<file path="src/rtl/multicycle_control_if.sv">
// Control bundle between the multicycle controller and its datapath/memory side.
// Master is the controller: it reads opcode/mem_ready and drives all control strobes.
interface multicycle_control_if;
  logic [5:0]  OPcode;
  logic        mem_ready;
  logic        PC_w;
  logic        PC_w_cond;
  logic        IR_w;
  logic        Reg_w;
  logic        Mem_w;
  logic        Mem_r;
  logic        IorD;
  logic        Reg_Dst;
  logic        Mem_to_reg;
  logic        ALU_src_A;
  logic [1:0]  ALU_src_B;
  logic [1:0]  PC_src;
  logic [1:0]  ALU_OP;
  logic [3:0]  state;
  logic        instr_done;
  logic        illegal;
  logic [15:0] instr_count;

  modport master (
    input  OPcode, mem_ready,
    output PC_w, PC_w_cond, IR_w, Reg_w, Mem_w, Mem_r, IorD, Reg_Dst, Mem_to_reg,
           ALU_src_A, ALU_src_B, PC_src, ALU_OP, state, instr_done, illegal, instr_count
  );

  modport slave (
    output OPcode, mem_ready,
    input  PC_w, PC_w_cond, IR_w, Reg_w, Mem_w, Mem_r, IorD, Reg_Dst, Mem_to_reg,
           ALU_src_A, ALU_src_B, PC_src, ALU_OP, state, instr_done, illegal, instr_count
  );
endinterface

</file>
<file path="src/rtl/multicycle_control.sv">
// Multicycle CPU control FSM: 2-5 cycles per instruction plus one per mem_ready=0 cycle.
// Backpressure: mem_ready low stalls FETCH, MEM_READ and MEM_WRITE in place.
module multicycle_control (
  input  logic                 clk,
  input  logic                 rst,
  multicycle_control_if.master bus
);
  localparam logic [3:0] S_FETCH     = 4'd0;
  localparam logic [3:0] S_DECODE    = 4'd1;
  localparam logic [3:0] S_MEM_ADDR  = 4'd2;
  localparam logic [3:0] S_MEM_READ  = 4'd3;
  localparam logic [3:0] S_MEM_WB    = 4'd4;
  localparam logic [3:0] S_MEM_WRITE = 4'd5;
  localparam logic [3:0] S_EXEC_R    = 4'd6;
  localparam logic [3:0] S_R_WB      = 4'd7;
  localparam logic [3:0] S_EXEC_I    = 4'd8;
  localparam logic [3:0] S_I_WB      = 4'd9;
  localparam logic [3:0] S_BRANCH    = 4'd10;
  localparam logic [3:0] S_JUMP      = 4'd11;

  localparam logic [3:0] OP_R    = 4'b0000;
  localparam logic [3:0] OP_ADDI = 4'b1001;
  localparam logic [3:0] OP_ORI  = 4'b1101;
  localparam logic [3:0] OP_LW   = 4'b0011;
  localparam logic [3:0] OP_SW   = 4'b1011;
  localparam logic [3:0] OP_BEQ  = 4'b0100;
  localparam logic [3:0] OP_J    = 4'b0010;

  logic [3:0]  state_q, state_d, op_q;
  logic [15:0] count_q;
  logic        pc_w, pc_w_cond, ir_w, reg_w, mem_w, mem_r, iord, reg_dst, mem_to_reg;
  logic        alu_src_a, done, ill;
  logic [1:0]  alu_src_b, pc_src, alu_op;
  logic        unused_opcode_hi;

  assign unused_opcode_hi = ^bus.OPcode[5:4];

  always_ff @(posedge clk or posedge rst) begin
    if (rst) begin
      state_q <= S_FETCH;
      op_q    <= 4'b0000;
      count_q <= 16'd0;
    end else begin
      state_q <= state_d;
      if (state_q == S_DECODE)
        op_q <= bus.OPcode[3:0];
      if (done)
        count_q <= count_q + 16'd1;
    end
  end

  always_comb begin
    state_d    = S_FETCH;
    pc_w       = 1'b0;
    pc_w_cond  = 1'b0;
    ir_w       = 1'b0;
    reg_w      = 1'b0;
    mem_w      = 1'b0;
    mem_r      = 1'b0;
    iord       = 1'b0;
    reg_dst    = 1'b0;
    mem_to_reg = 1'b0;
    alu_src_a  = 1'b0;
    alu_src_b  = 2'b00;
    pc_src     = 2'b00;
    alu_op     = 2'b00;
    done       = 1'b0;
    ill        = 1'b0;
    case (state_q)
      S_FETCH: begin
        mem_r     = 1'b1;
        alu_src_b = 2'b01;
        pc_w      = bus.mem_ready;
        ir_w      = bus.mem_ready;
        state_d   = bus.mem_ready ? S_DECODE : S_FETCH;
      end
      S_DECODE: begin
        // ALU precomputes the branch target while the opcode is decoded
        alu_src_b = 2'b10;
        case (bus.OPcode[3:0])
          OP_LW, OP_SW:    state_d = S_MEM_ADDR;
          OP_R:            state_d = S_EXEC_R;
          OP_ADDI, OP_ORI: state_d = S_EXEC_I;
          OP_BEQ:          state_d = S_BRANCH;
          OP_J:            state_d = S_JUMP;
          default:         ill     = 1'b1;
        endcase
      end
      S_MEM_ADDR: begin
        alu_src_a = 1'b1;
        alu_src_b = 2'b10;
        state_d   = (op_q == OP_LW) ? S_MEM_READ : S_MEM_WRITE;
      end
      S_MEM_READ: begin
        mem_r   = 1'b1;
        iord    = 1'b1;
        state_d = bus.mem_ready ? S_MEM_WB : S_MEM_READ;
      end
      S_MEM_WB: begin
        reg_w      = 1'b1;
        mem_to_reg = 1'b1;
        done       = 1'b1;
      end
      S_MEM_WRITE: begin
        mem_w   = 1'b1;
        iord    = 1'b1;
        done    = bus.mem_ready;
        state_d = bus.mem_ready ? S_FETCH : S_MEM_WRITE;
      end
      S_EXEC_R: begin
        alu_src_a = 1'b1;
        alu_op    = 2'b11;
        state_d   = S_R_WB;
      end
      S_R_WB: begin
        reg_w   = 1'b1;
        reg_dst = 1'b1;
        done    = 1'b1;
      end
      S_EXEC_I: begin
        alu_src_a = 1'b1;
        alu_src_b = 2'b10;
        alu_op    = (op_q == OP_ORI) ? 2'b10 : 2'b00;
        state_d   = S_I_WB;
      end
      S_I_WB: begin
        // ALU op stays stable so the write-back value does not glitch
        reg_w  = 1'b1;
        alu_op = (op_q == OP_ORI) ? 2'b10 : 2'b00;
        done   = 1'b1;
      end
      S_BRANCH: begin
        alu_src_a = 1'b1;
        alu_op    = 2'b01;
        pc_w_cond = 1'b1;
        pc_src    = 2'b01;
        done      = 1'b1;
      end
      S_JUMP: begin
        pc_w   = 1'b1;
        pc_src = 2'b10;
        done   = 1'b1;
      end
      default: state_d = S_FETCH;
    endcase
  end

  // Write strobes and pulses are gated by rst so an aborted instruction leaves nothing pending
  assign bus.PC_w        = pc_w & ~rst;
  assign bus.PC_w_cond   = pc_w_cond & ~rst;
  assign bus.IR_w        = ir_w & ~rst;
  assign bus.Reg_w       = reg_w & ~rst;
  assign bus.Mem_w       = mem_w & ~rst;
  assign bus.instr_done  = done & ~rst;
  assign bus.illegal     = ill & ~rst;
  assign bus.Mem_r       = mem_r;
  assign bus.IorD        = iord;
  assign bus.Reg_Dst     = reg_dst;
  assign bus.Mem_to_reg  = mem_to_reg;
  assign bus.ALU_src_A   = alu_src_a;
  assign bus.ALU_src_B   = alu_src_b;
  assign bus.PC_src      = pc_src;
  assign bus.ALU_OP      = alu_op;
  assign bus.state       = state_q;
  assign bus.instr_count = count_q;
endmodule

</file>
<file path="src/flat_wrapper.sv">
// flat-port wrapper written by rule: the top's interface ports become plain ports
module multicycle_control_flat 
  (clk, rst, bus_OPcode, bus_mem_ready, bus_PC_w, bus_PC_w_cond, bus_IR_w, bus_Reg_w, bus_Mem_w, bus_Mem_r, bus_IorD, bus_Reg_Dst, bus_Mem_to_reg, bus_ALU_src_A, bus_ALU_src_B, bus_PC_src, bus_ALU_OP, bus_state, bus_instr_done, bus_illegal, bus_instr_count);
  multicycle_control_if bus_i ();
  input  logic clk;
  input  logic rst;
  input wire logic [$bits(bus_i.OPcode)-1:0] bus_OPcode;
  input wire logic [$bits(bus_i.mem_ready)-1:0] bus_mem_ready;
  output wire logic [$bits(bus_i.PC_w)-1:0] bus_PC_w;
  output wire logic [$bits(bus_i.PC_w_cond)-1:0] bus_PC_w_cond;
  output wire logic [$bits(bus_i.IR_w)-1:0] bus_IR_w;
  output wire logic [$bits(bus_i.Reg_w)-1:0] bus_Reg_w;
  output wire logic [$bits(bus_i.Mem_w)-1:0] bus_Mem_w;
  output wire logic [$bits(bus_i.Mem_r)-1:0] bus_Mem_r;
  output wire logic [$bits(bus_i.IorD)-1:0] bus_IorD;
  output wire logic [$bits(bus_i.Reg_Dst)-1:0] bus_Reg_Dst;
  output wire logic [$bits(bus_i.Mem_to_reg)-1:0] bus_Mem_to_reg;
  output wire logic [$bits(bus_i.ALU_src_A)-1:0] bus_ALU_src_A;
  output wire logic [$bits(bus_i.ALU_src_B)-1:0] bus_ALU_src_B;
  output wire logic [$bits(bus_i.PC_src)-1:0] bus_PC_src;
  output wire logic [$bits(bus_i.ALU_OP)-1:0] bus_ALU_OP;
  output wire logic [$bits(bus_i.state)-1:0] bus_state;
  output wire logic [$bits(bus_i.instr_done)-1:0] bus_instr_done;
  output wire logic [$bits(bus_i.illegal)-1:0] bus_illegal;
  output wire logic [$bits(bus_i.instr_count)-1:0] bus_instr_count;
  assign bus_i.OPcode = bus_OPcode;
  assign bus_i.mem_ready = bus_mem_ready;
  assign bus_PC_w = bus_i.PC_w;
  assign bus_PC_w_cond = bus_i.PC_w_cond;
  assign bus_IR_w = bus_i.IR_w;
  assign bus_Reg_w = bus_i.Reg_w;
  assign bus_Mem_w = bus_i.Mem_w;
  assign bus_Mem_r = bus_i.Mem_r;
  assign bus_IorD = bus_i.IorD;
  assign bus_Reg_Dst = bus_i.Reg_Dst;
  assign bus_Mem_to_reg = bus_i.Mem_to_reg;
  assign bus_ALU_src_A = bus_i.ALU_src_A;
  assign bus_ALU_src_B = bus_i.ALU_src_B;
  assign bus_PC_src = bus_i.PC_src;
  assign bus_ALU_OP = bus_i.ALU_OP;
  assign bus_state = bus_i.state;
  assign bus_instr_done = bus_i.instr_done;
  assign bus_illegal = bus_i.illegal;
  assign bus_instr_count = bus_i.instr_count;
  multicycle_control u_core (.clk(clk), .rst(rst), .bus(bus_i));
endmodule
</file>
<file path="config.mk">
export PLATFORM = sky130hd
export DESIGN_NAME = multicycle_control_flat
export DESIGN_NICKNAME = d
export VERILOG_FILES = /design/src/rtl/multicycle_control_if.sv /design/src/rtl/multicycle_control.sv /design/src/flat_wrapper.sv
export SDC_FILE = /design/constraint.sdc
export NUM_CORES = 1
export LEC_CHECK = 0
export CORE_MARGIN = 10
export CORE_UTILIZATION = 47
export CTS_BUF_LIST = sky130_fd_sc_hd__clkbuf_16
export DETAILED_ROUTE_END_ITERATION = 8
export PLACE_DENSITY = 0.83
export SLEW_MARGIN = 30
export SYNTH_ARGS = -nofsm -noshare
export SYNTH_HDL_FRONTEND = slang
export SYNTH_SLANG_ARGS = --single-unit
</file>
<file path="constraint.sdc">
create_clock -name clk -period 1.9 [get_ports clk]
set_clock_uncertainty 0.2 [all_clocks]
set_input_delay 0.38 -clock clk [delete_from_list [all_inputs] [get_ports clk]]
set_output_delay 0.38 -clock clk [all_outputs]
set_load 0.01 [all_outputs]
</file>
==> impl_metrics.env, run 1 <==
export IMPL_status="complete, but fails checks"
export IMPL_violations="setup timing"
export IMPL_cts_sinks=24
export IMPL_fin_area_sq_um=2610
export IMPL_cpMaxStageDelayCell="dfrtp_2"
export IMPL_rrSetupSlack_ps=-100
export IMPL_insertion_delay_ps=260
export IMPL_max_freq_ghz=0.474
export IMPL_place_inst=281
export IMPL_crit_type="register to output pin"
export IMPL_synthesis_area_sq_um=1540
export IMPL_avgSynthCellArea_sq_um=9.48
export IMPL_ys_top_cells_by_count="dfrtp_1, nor3_1, xor2_1"
export IMPL_initial_core_util_pct=49.9
export IMPL_post_route_min_period_ps=2110
export IMPL_crit_fanout=6
export IMPL_io_buffers=44
export IMPL_total_power_mw=4.87
export IMPL_dieArea_sq_um=5950
export IMPL_cts_buffer_depth=2
export IMPL_p_per_area_nw_per_um2=1870
export IMPL_hold_viol_final=0
export IMPL_synth_cell_types=47
export IMPL_start_kind="register"
export IMPL_fin_ws_ps=-209
export IMPL_arrival_ps=1530
export IMPL_yosys_area_top_type_share_pct=39.1
export IMPL_place_congestion=0.853
export IMPL_ys_seq_area_share_pct=39.1
export IMPL_die_y_microns=77.2
export IMPL_drtIter0Drc=104
export IMPL_cts_clk_slew_worst_paths_ps=60
export IMPL_rsz0062_at_grt="yes"
export IMPL_required_ps=1320
export IMPL_wl_per_cell_microns=19.6
export IMPL_hpwl_microns=3680
export IMPL_clockRootBuffer="clkbuf_16"
export IMPL_yosysWarnings=0
export IMPL_crit_path_end_kind="output pin"
export IMPL_holdWs_ps=295
export IMPL_critPathMaxStageDelay_ps=460
export IMPL_crit_end="bus_instr_done"
export IMPL_final_cells=295
export IMPL_worstPathCellList="nor2b_1 > a21o_1 > or2_4 > nor2_2 > buf_2"
export IMPL_core_region_area_sq_um=3080
export IMPL_ios=47
export IMPL_grt_max_degree=25
export IMPL_cts_tree="done"
export IMPL_tightest_slew_ps=361
export IMPL_drc=0
export IMPL_path_buf_inv=1
export IMPL_synthTopCellsByArea="dfrtp_1, xor2_1, nor3_1, nor4_4, mux2_2"
export IMPL_synth_most_common_cell="dfrtp_1"
export IMPL_cpLargestDelayFamily="simple AND/OR/NAND/NOR gates"
export IMPL_grt_usage_pct=17.5
export IMPL_setup_violations=22
export IMPL_worstSetupPathDepth=5
export IMPL_die_x_microns=77.2
export IMPL_reg2reg_from="u_core.bus.state[2]"
export IMPL_synthFlopType="dfrtp_1"
export IMPL_area_growth_pct=69.9
export IMPL_first_global_vias=1728
export IMPL_min_path_type="register to register"
export IMPL_htreeDepth=1
export IMPL_ff2ff_path_depth=8
export IMPL_drive_gt1_share_pct=44.2
export IMPL_synth_top_area_cell="dfrtp_1"
export IMPL_worstSetupStartpoint="u_core.bus.state[2]"
export IMPL_place_area_sq_um=2290
export IMPL_max_slew_margin_pct=75.8
export IMPL_period_share_pct=111
export IMPL_power_leakage_nw=1.10
export IMPL_finalWirelength_microns=5790
export IMPL_synthesis_nets=172
export IMPL_grt_antenna_before_repair=0
export IMPL_num_nets_final=262
export IMPL_grt_pass1_wl_microns=8860
export IMPL_ys_seq_elements=24
export IMPL_netlist_instances=162
export IMPL_reg2reg_to="u_core.op_q[0]"
export IMPL_first_pass_iters=4
export IMPL_vdd_drop_max_mv=1.19
export IMPL_diodes=0
export IMPL_drtAntennaViolNets=0
export IMPL_synth_enable_flop_cells=0
export IMPL_hold_depth=1
export IMPL_cts_buffers=3
export IMPL_row_count=20
export IMPL_slew_violations=0
export IMPL_cap_violations=0
export IMPL_gr_total_overflow=0
export IMPL_async_flop_share_pct=100
export IMPL_vias=1703
export IMPL_vias_per_cell=5.77
==> routing by layer <==
metal	global-route usage, %	vias up	share of wire (%)
met5	0	-	0
met4	2.74	0	2.4
met3	4.55	14	5.9
met2	31.4	75	52
met1	20.6	854	40
li1	-	760	-
==> registers in the layout, indices dropped and copies added (netlist names) <==
register,flops
u_core.bus.instr_count,16
u_core.bus.state,4
u_core.op_q,4
==> through the flow <==
stage	utilization (%)	setup WS, ps	setup TNS, ps
floorplan	-	23.3	0
global placement	74.5	-633	-6940
detailed placement	74.5	-699	-8570
CTS	82.0	-179	-2220
global route	84.8	-264	-4200
finish	84.8	-209	-2510
==> worst min-delay path by stage <==
stage	from	to	slack, ps
4_1_cts	u_core.bus.instr_count[15]	u_core.bus.instr_count[15]	300
5_1_grt	u_core.bus.instr_count[14]	u_core.bus.instr_count[14]	310
6_report	u_core.bus.instr_count[14]	u_core.bus.instr_count[14]	290
3_3_place_gp	u_core.bus.instr_count[15]	u_core.bus.instr_count[15]	260
2_1_floorplan	rst	u_core.bus.instr_count[0]	210
3_5_place_dp	u_core.bus.instr_count[14]	u_core.bus.instr_count[14]	280
==> logic make-up (layout without fill, tap and decap cells) <==
kind of cell | Yosys count | count (layout) | synth area share [%]
xor gates and xnor gates | 17 | 17 | 9.70
buffers and inverters | 13 | 102 | 3.99
muxes | 6 | 6 | 4.32
AOI/OAI and AO/OA | 22 | 22 | 10.0
DFF | 24 | 24 | 39.1
adders and majority gates | 1 | 1 | 0.815
and+or+nand+nor | 79 | 79 | 32.0
==> where the power goes <==
group | switching, mW | total, mW | internal, mW
Sequential | 0.268 | 0.997 | 0.729
Combinational | 1.64 | 3.27 | 1.64
Clock | 0.182 | 0.600 | 0.419
Total | 2.09 | 4.87 | 2.78
==> cell usage in the layout (no fill, tap or decap), types with 5 or more instances in the layout <==
master / instances
dfrtp_1: 19
nand4_1: 6
xor2_1: 14
nor4_4: 5
nor3_1: 10
nand2b_4: 5
nand2_1: 10
clkdlybuf4s50_1: 20
mux2_4: 5
buf_2: 16
o21ai_0: 5
nor2_1: 8
dlygate4sd2_1: 5
buf_4: 37
buf_6: 12
dfrtp_2: 5
==> final cells by class <==
class | instances | area [sq um]
multi-input cells | 125 | 1040
fillers | 161 | 469
well taps | 44 | 55.1
flip-flops and latches | 24 | 607
clock inverters | 1 | 30.0
repair buffers | 94 | 787
clock buffers | 3 | 75.1
inverters | 4 | 15.0
==> what timing repair did <==
action / CTS / global route
hold buffers: 0 / 0
pin swaps: 5 / 9
buffers inserted: 10 / 2
setup endpoints to repair: 25 / 33
resized for setup: 109 / 19
(Power assumes the default switching activity.)
==> run 2: changes to the inputs <==
--- a/config.mk
+++ b/config.mk
@@ -6,10 +6,10 @@
 export NUM_CORES = 1
 export LEC_CHECK = 0
 export CORE_MARGIN = 10
-export CORE_UTILIZATION = 47
-export CTS_BUF_LIST = sky130_fd_sc_hd__clkbuf_16
+export CORE_UTILIZATION = 48
+export CTS_BUF_LIST = sky130_fd_sc_hd__clkbuf_2 sky130_fd_sc_hd__clkbuf_4 sky130_fd_sc_hd__clkbuf_8
 export DETAILED_ROUTE_END_ITERATION = 8
-export PLACE_DENSITY = 0.83
+export PLACE_DENSITY = 0.85
 export SLEW_MARGIN = 30
 export SYNTH_ARGS = -nofsm -noshare
 export SYNTH_HDL_FRONTEND = slang
==> run 2 against run 1 <==
Global-route usage grew 5.1 points. Fmax shrank 17%. Critical path depth grew 3. Register-to-register slack lost 210 ps. Critical path type unchanged. Sequential share of layout area shrank 2.7 points. Highest routed layer unchanged. The run still ends with setup timing left. Clock power shrank 51%. Sequential power shrank 2.6%.
==> impl_metrics.env, run 2 (synthesized netlist as in run 1, its figures left out) <==
export IMPL_rrSetupSlack_ps=-310
export IMPL_gr_total_overflow=0
export IMPL_hold_viol_final=0
export IMPL_place_area_sq_um=2300
export IMPL_crit_fanout=4
export IMPL_finalWirelength_microns=9450
export IMPL_cts_clk_slew_worst_paths_ps=150
export IMPL_cts_buffers=3
export IMPL_clockRootBuffer="clkbuf_4"
export IMPL_fill_cells=65
export IMPL_num_nets_final=283
export IMPL_dieArea_sq_um=5860
export IMPL_initial_core_util_pct=50.3
export IMPL_io_buffers=44
export IMPL_area_growth_pct=91.6
export IMPL_grt_antenna_before_repair=0
export IMPL_first_global_vias=1969
export IMPL_switching_share_pct=49.1
export IMPL_tns_ps=-10140
export IMPL_cpMaxStageDelayCell="dfrtp_1"
export IMPL_htreeDepth=1
export IMPL_required_ps=1320
export IMPL_wl_per_cell_microns=29.9
export IMPL_cts_tree="done"
export IMPL_diodes=0
export IMPL_power_leakage_nw=1.25
export IMPL_vias=2150
export IMPL_final_cell_mix="buf_4, dfrtp_1, buf_6"
export IMPL_grt_pass1_wl_microns=10900
export IMPL_tightest_slew_ps=537
export IMPL_drtAntennaViolNets=0
export IMPL_grt_max_degree=25
export IMPL_rsz0062_at_grt="yes"
export IMPL_max_slew_margin_pct=63.9
export IMPL_cap_violations=0
export IMPL_place_congestion=0.882
export IMPL_drc=0
export IMPL_first_pass_iters=8
export IMPL_setup_violations=40
export IMPL_final_common_cell="buf_4"
export IMPL_vias_per_cell=6.80
export IMPL_status="complete, but fails checks"
export IMPL_hpwl_microns=3710
export IMPL_post_route_min_period_ps=2530
export IMPL_die_x_microns=76.6
export IMPL_hold_depth=1
export IMPL_min_path_type="register to register"
export IMPL_p_per_area_nw_per_um2=1970
export IMPL_critPathMaxStageDelay_ps=420
export IMPL_vdd_drop_max_mv=1.31
export IMPL_crit_path_end_kind="output pin"
export IMPL_p_clk_share_pct=5.1
export IMPL_start_kind="register"
export IMPL_arrival_ps=1950
export IMPL_ios=47
export IMPL_slew_violations=0
export IMPL_worstPathCellList="buf_6 > buf_6 > nand2b_4 > buf_6 > mux2i_1 > a21oi_1 > nor2_1 > buf_2"
export IMPL_die_y_microns=76.6
export IMPL_drive_gt1_share_pct=55.5
export IMPL_violations="setup timing"
export IMPL_holdWs_ps=311
export IMPL_switchingPower_mw=2.84
export IMPL_fin_ws_ps=-631
export IMPL_cts_hold_fix_buffers=0
export IMPL_final_core_util_pct=96.4
export IMPL_fin_area_sq_um=2940
export IMPL_cts_sinks=24
export IMPL_share_comb_of_total_power_pct=78.1
export IMPL_seq_power_share_pct=16.8
export IMPL_timing_critical_path_mode_cell="buf_6"
export IMPL_grt_usage_pct=22.7
export IMPL_core_region_area_sq_um=3050
export IMPL_period_share_pct=133
export IMPL_max_freq_ghz=0.395
export IMPL_crit_type="register to output pin"
export IMPL_largest_reg_flops=16
export IMPL_intPower_mw=2.94
export IMPL_insertion_delay_ps=350
export IMPL_drtIter0Drc=301
export IMPL_row_count=20
export IMPL_cts_buffer_depth=2
export IMPL_ff2ff_path_depth=7
run 2: cell types whose count changed in the layout (fill, tap and decap cells not counted), moves of 3 or more:
cell             change
mux2_2               +4
nor2_1               -4
buf_4               +12
mux2_4               -4
clkbuf_4             +3
clkdlybuf4s50_1      -6
dlymetal6s2s_1       +5
clkbuf_16            -3
buf_6                +7
nor3_1               -5
nor3_4               +5
run 2: cell type report:
type                            instances  area, sq um  share of cell area (%)
Clock buffer                            4         36.3                    1.23
Inverter                                4         15.0                   0.510
Multi-Input combinational cell        125         1180                    40.2
Sequential cell                        24          606                    20.6
Tap cell                               44         55.1                    1.87
Timing Repair Buffer                  115         1050                    35.6
run 2: timing repair:
action | in CTS | in global routing
pin swaps | 10 | 23
setup endpoints to repair | 37 | 43
resized for setup | 132 | 50
gates cloned | 2 | 0
buffers inserted | 19 | 12
run 2: stage by stage:
step           power (mW)  worst slack [ps]  instances
6_report             5.78              -631        316
5_1_grt              5.92              -632        316
4_1_cts              4.61              -369        306
3_5_place_dp         3.63              -656        282
3_3_place_gp         3.50              -629        282
2_1_floorplan        2.32              23.3        162
run 2: worst paths after layout:
path | start | endpoint
worst max-delay path | u_core.bus.state[3] | bus_Reg_w
worst min-delay path | u_core.bus.instr_count[15] | u_core.bus.instr_count[15]
worst max register to register | u_core.bus.state[1] | u_core.bus.instr_count[10]
worst min register to register | u_core.bus.instr_count[15] | u_core.bus.instr_count[15]
max in group asynchronous | rst | u_core.bus.state[2]
min in group asynchronous | rst | u_core.bus.state[3]
run 2: power groups by stage:
stage / sequential, mW / combinational, mW / clock [mW]
2_1_floorplan: 1.01 / 1.31 / 0
3_3_place_gp: 0.943 / 2.56 / 0
3_5_place_dp: 0.964 / 2.67 / 0
4_1_cts: 0.898 / 3.43 / 0.280
5_1_grt: 0.967 / 4.64 / 0.310
6_report: 0.971 / 4.52 / 0.293
run 2: critical path: cells and delay by family, from the launching register on:
kind	cells	cell delay [ps]
compound gates	1	150
simple gates	2	240
buf+inv	4	570
mux	1	220
flops	1	420
run 2: layer usage:
metal / vias up / global-route usage [%] / share of wire, %
met2: 256 / 40.1 / 47
met1: 981 / 25.2 / 31
li1: 808 / - / -
met4: 0 / 9.48 / 9.5
met5: - / 0 / 0
met3: 105 / 5.54 / 12
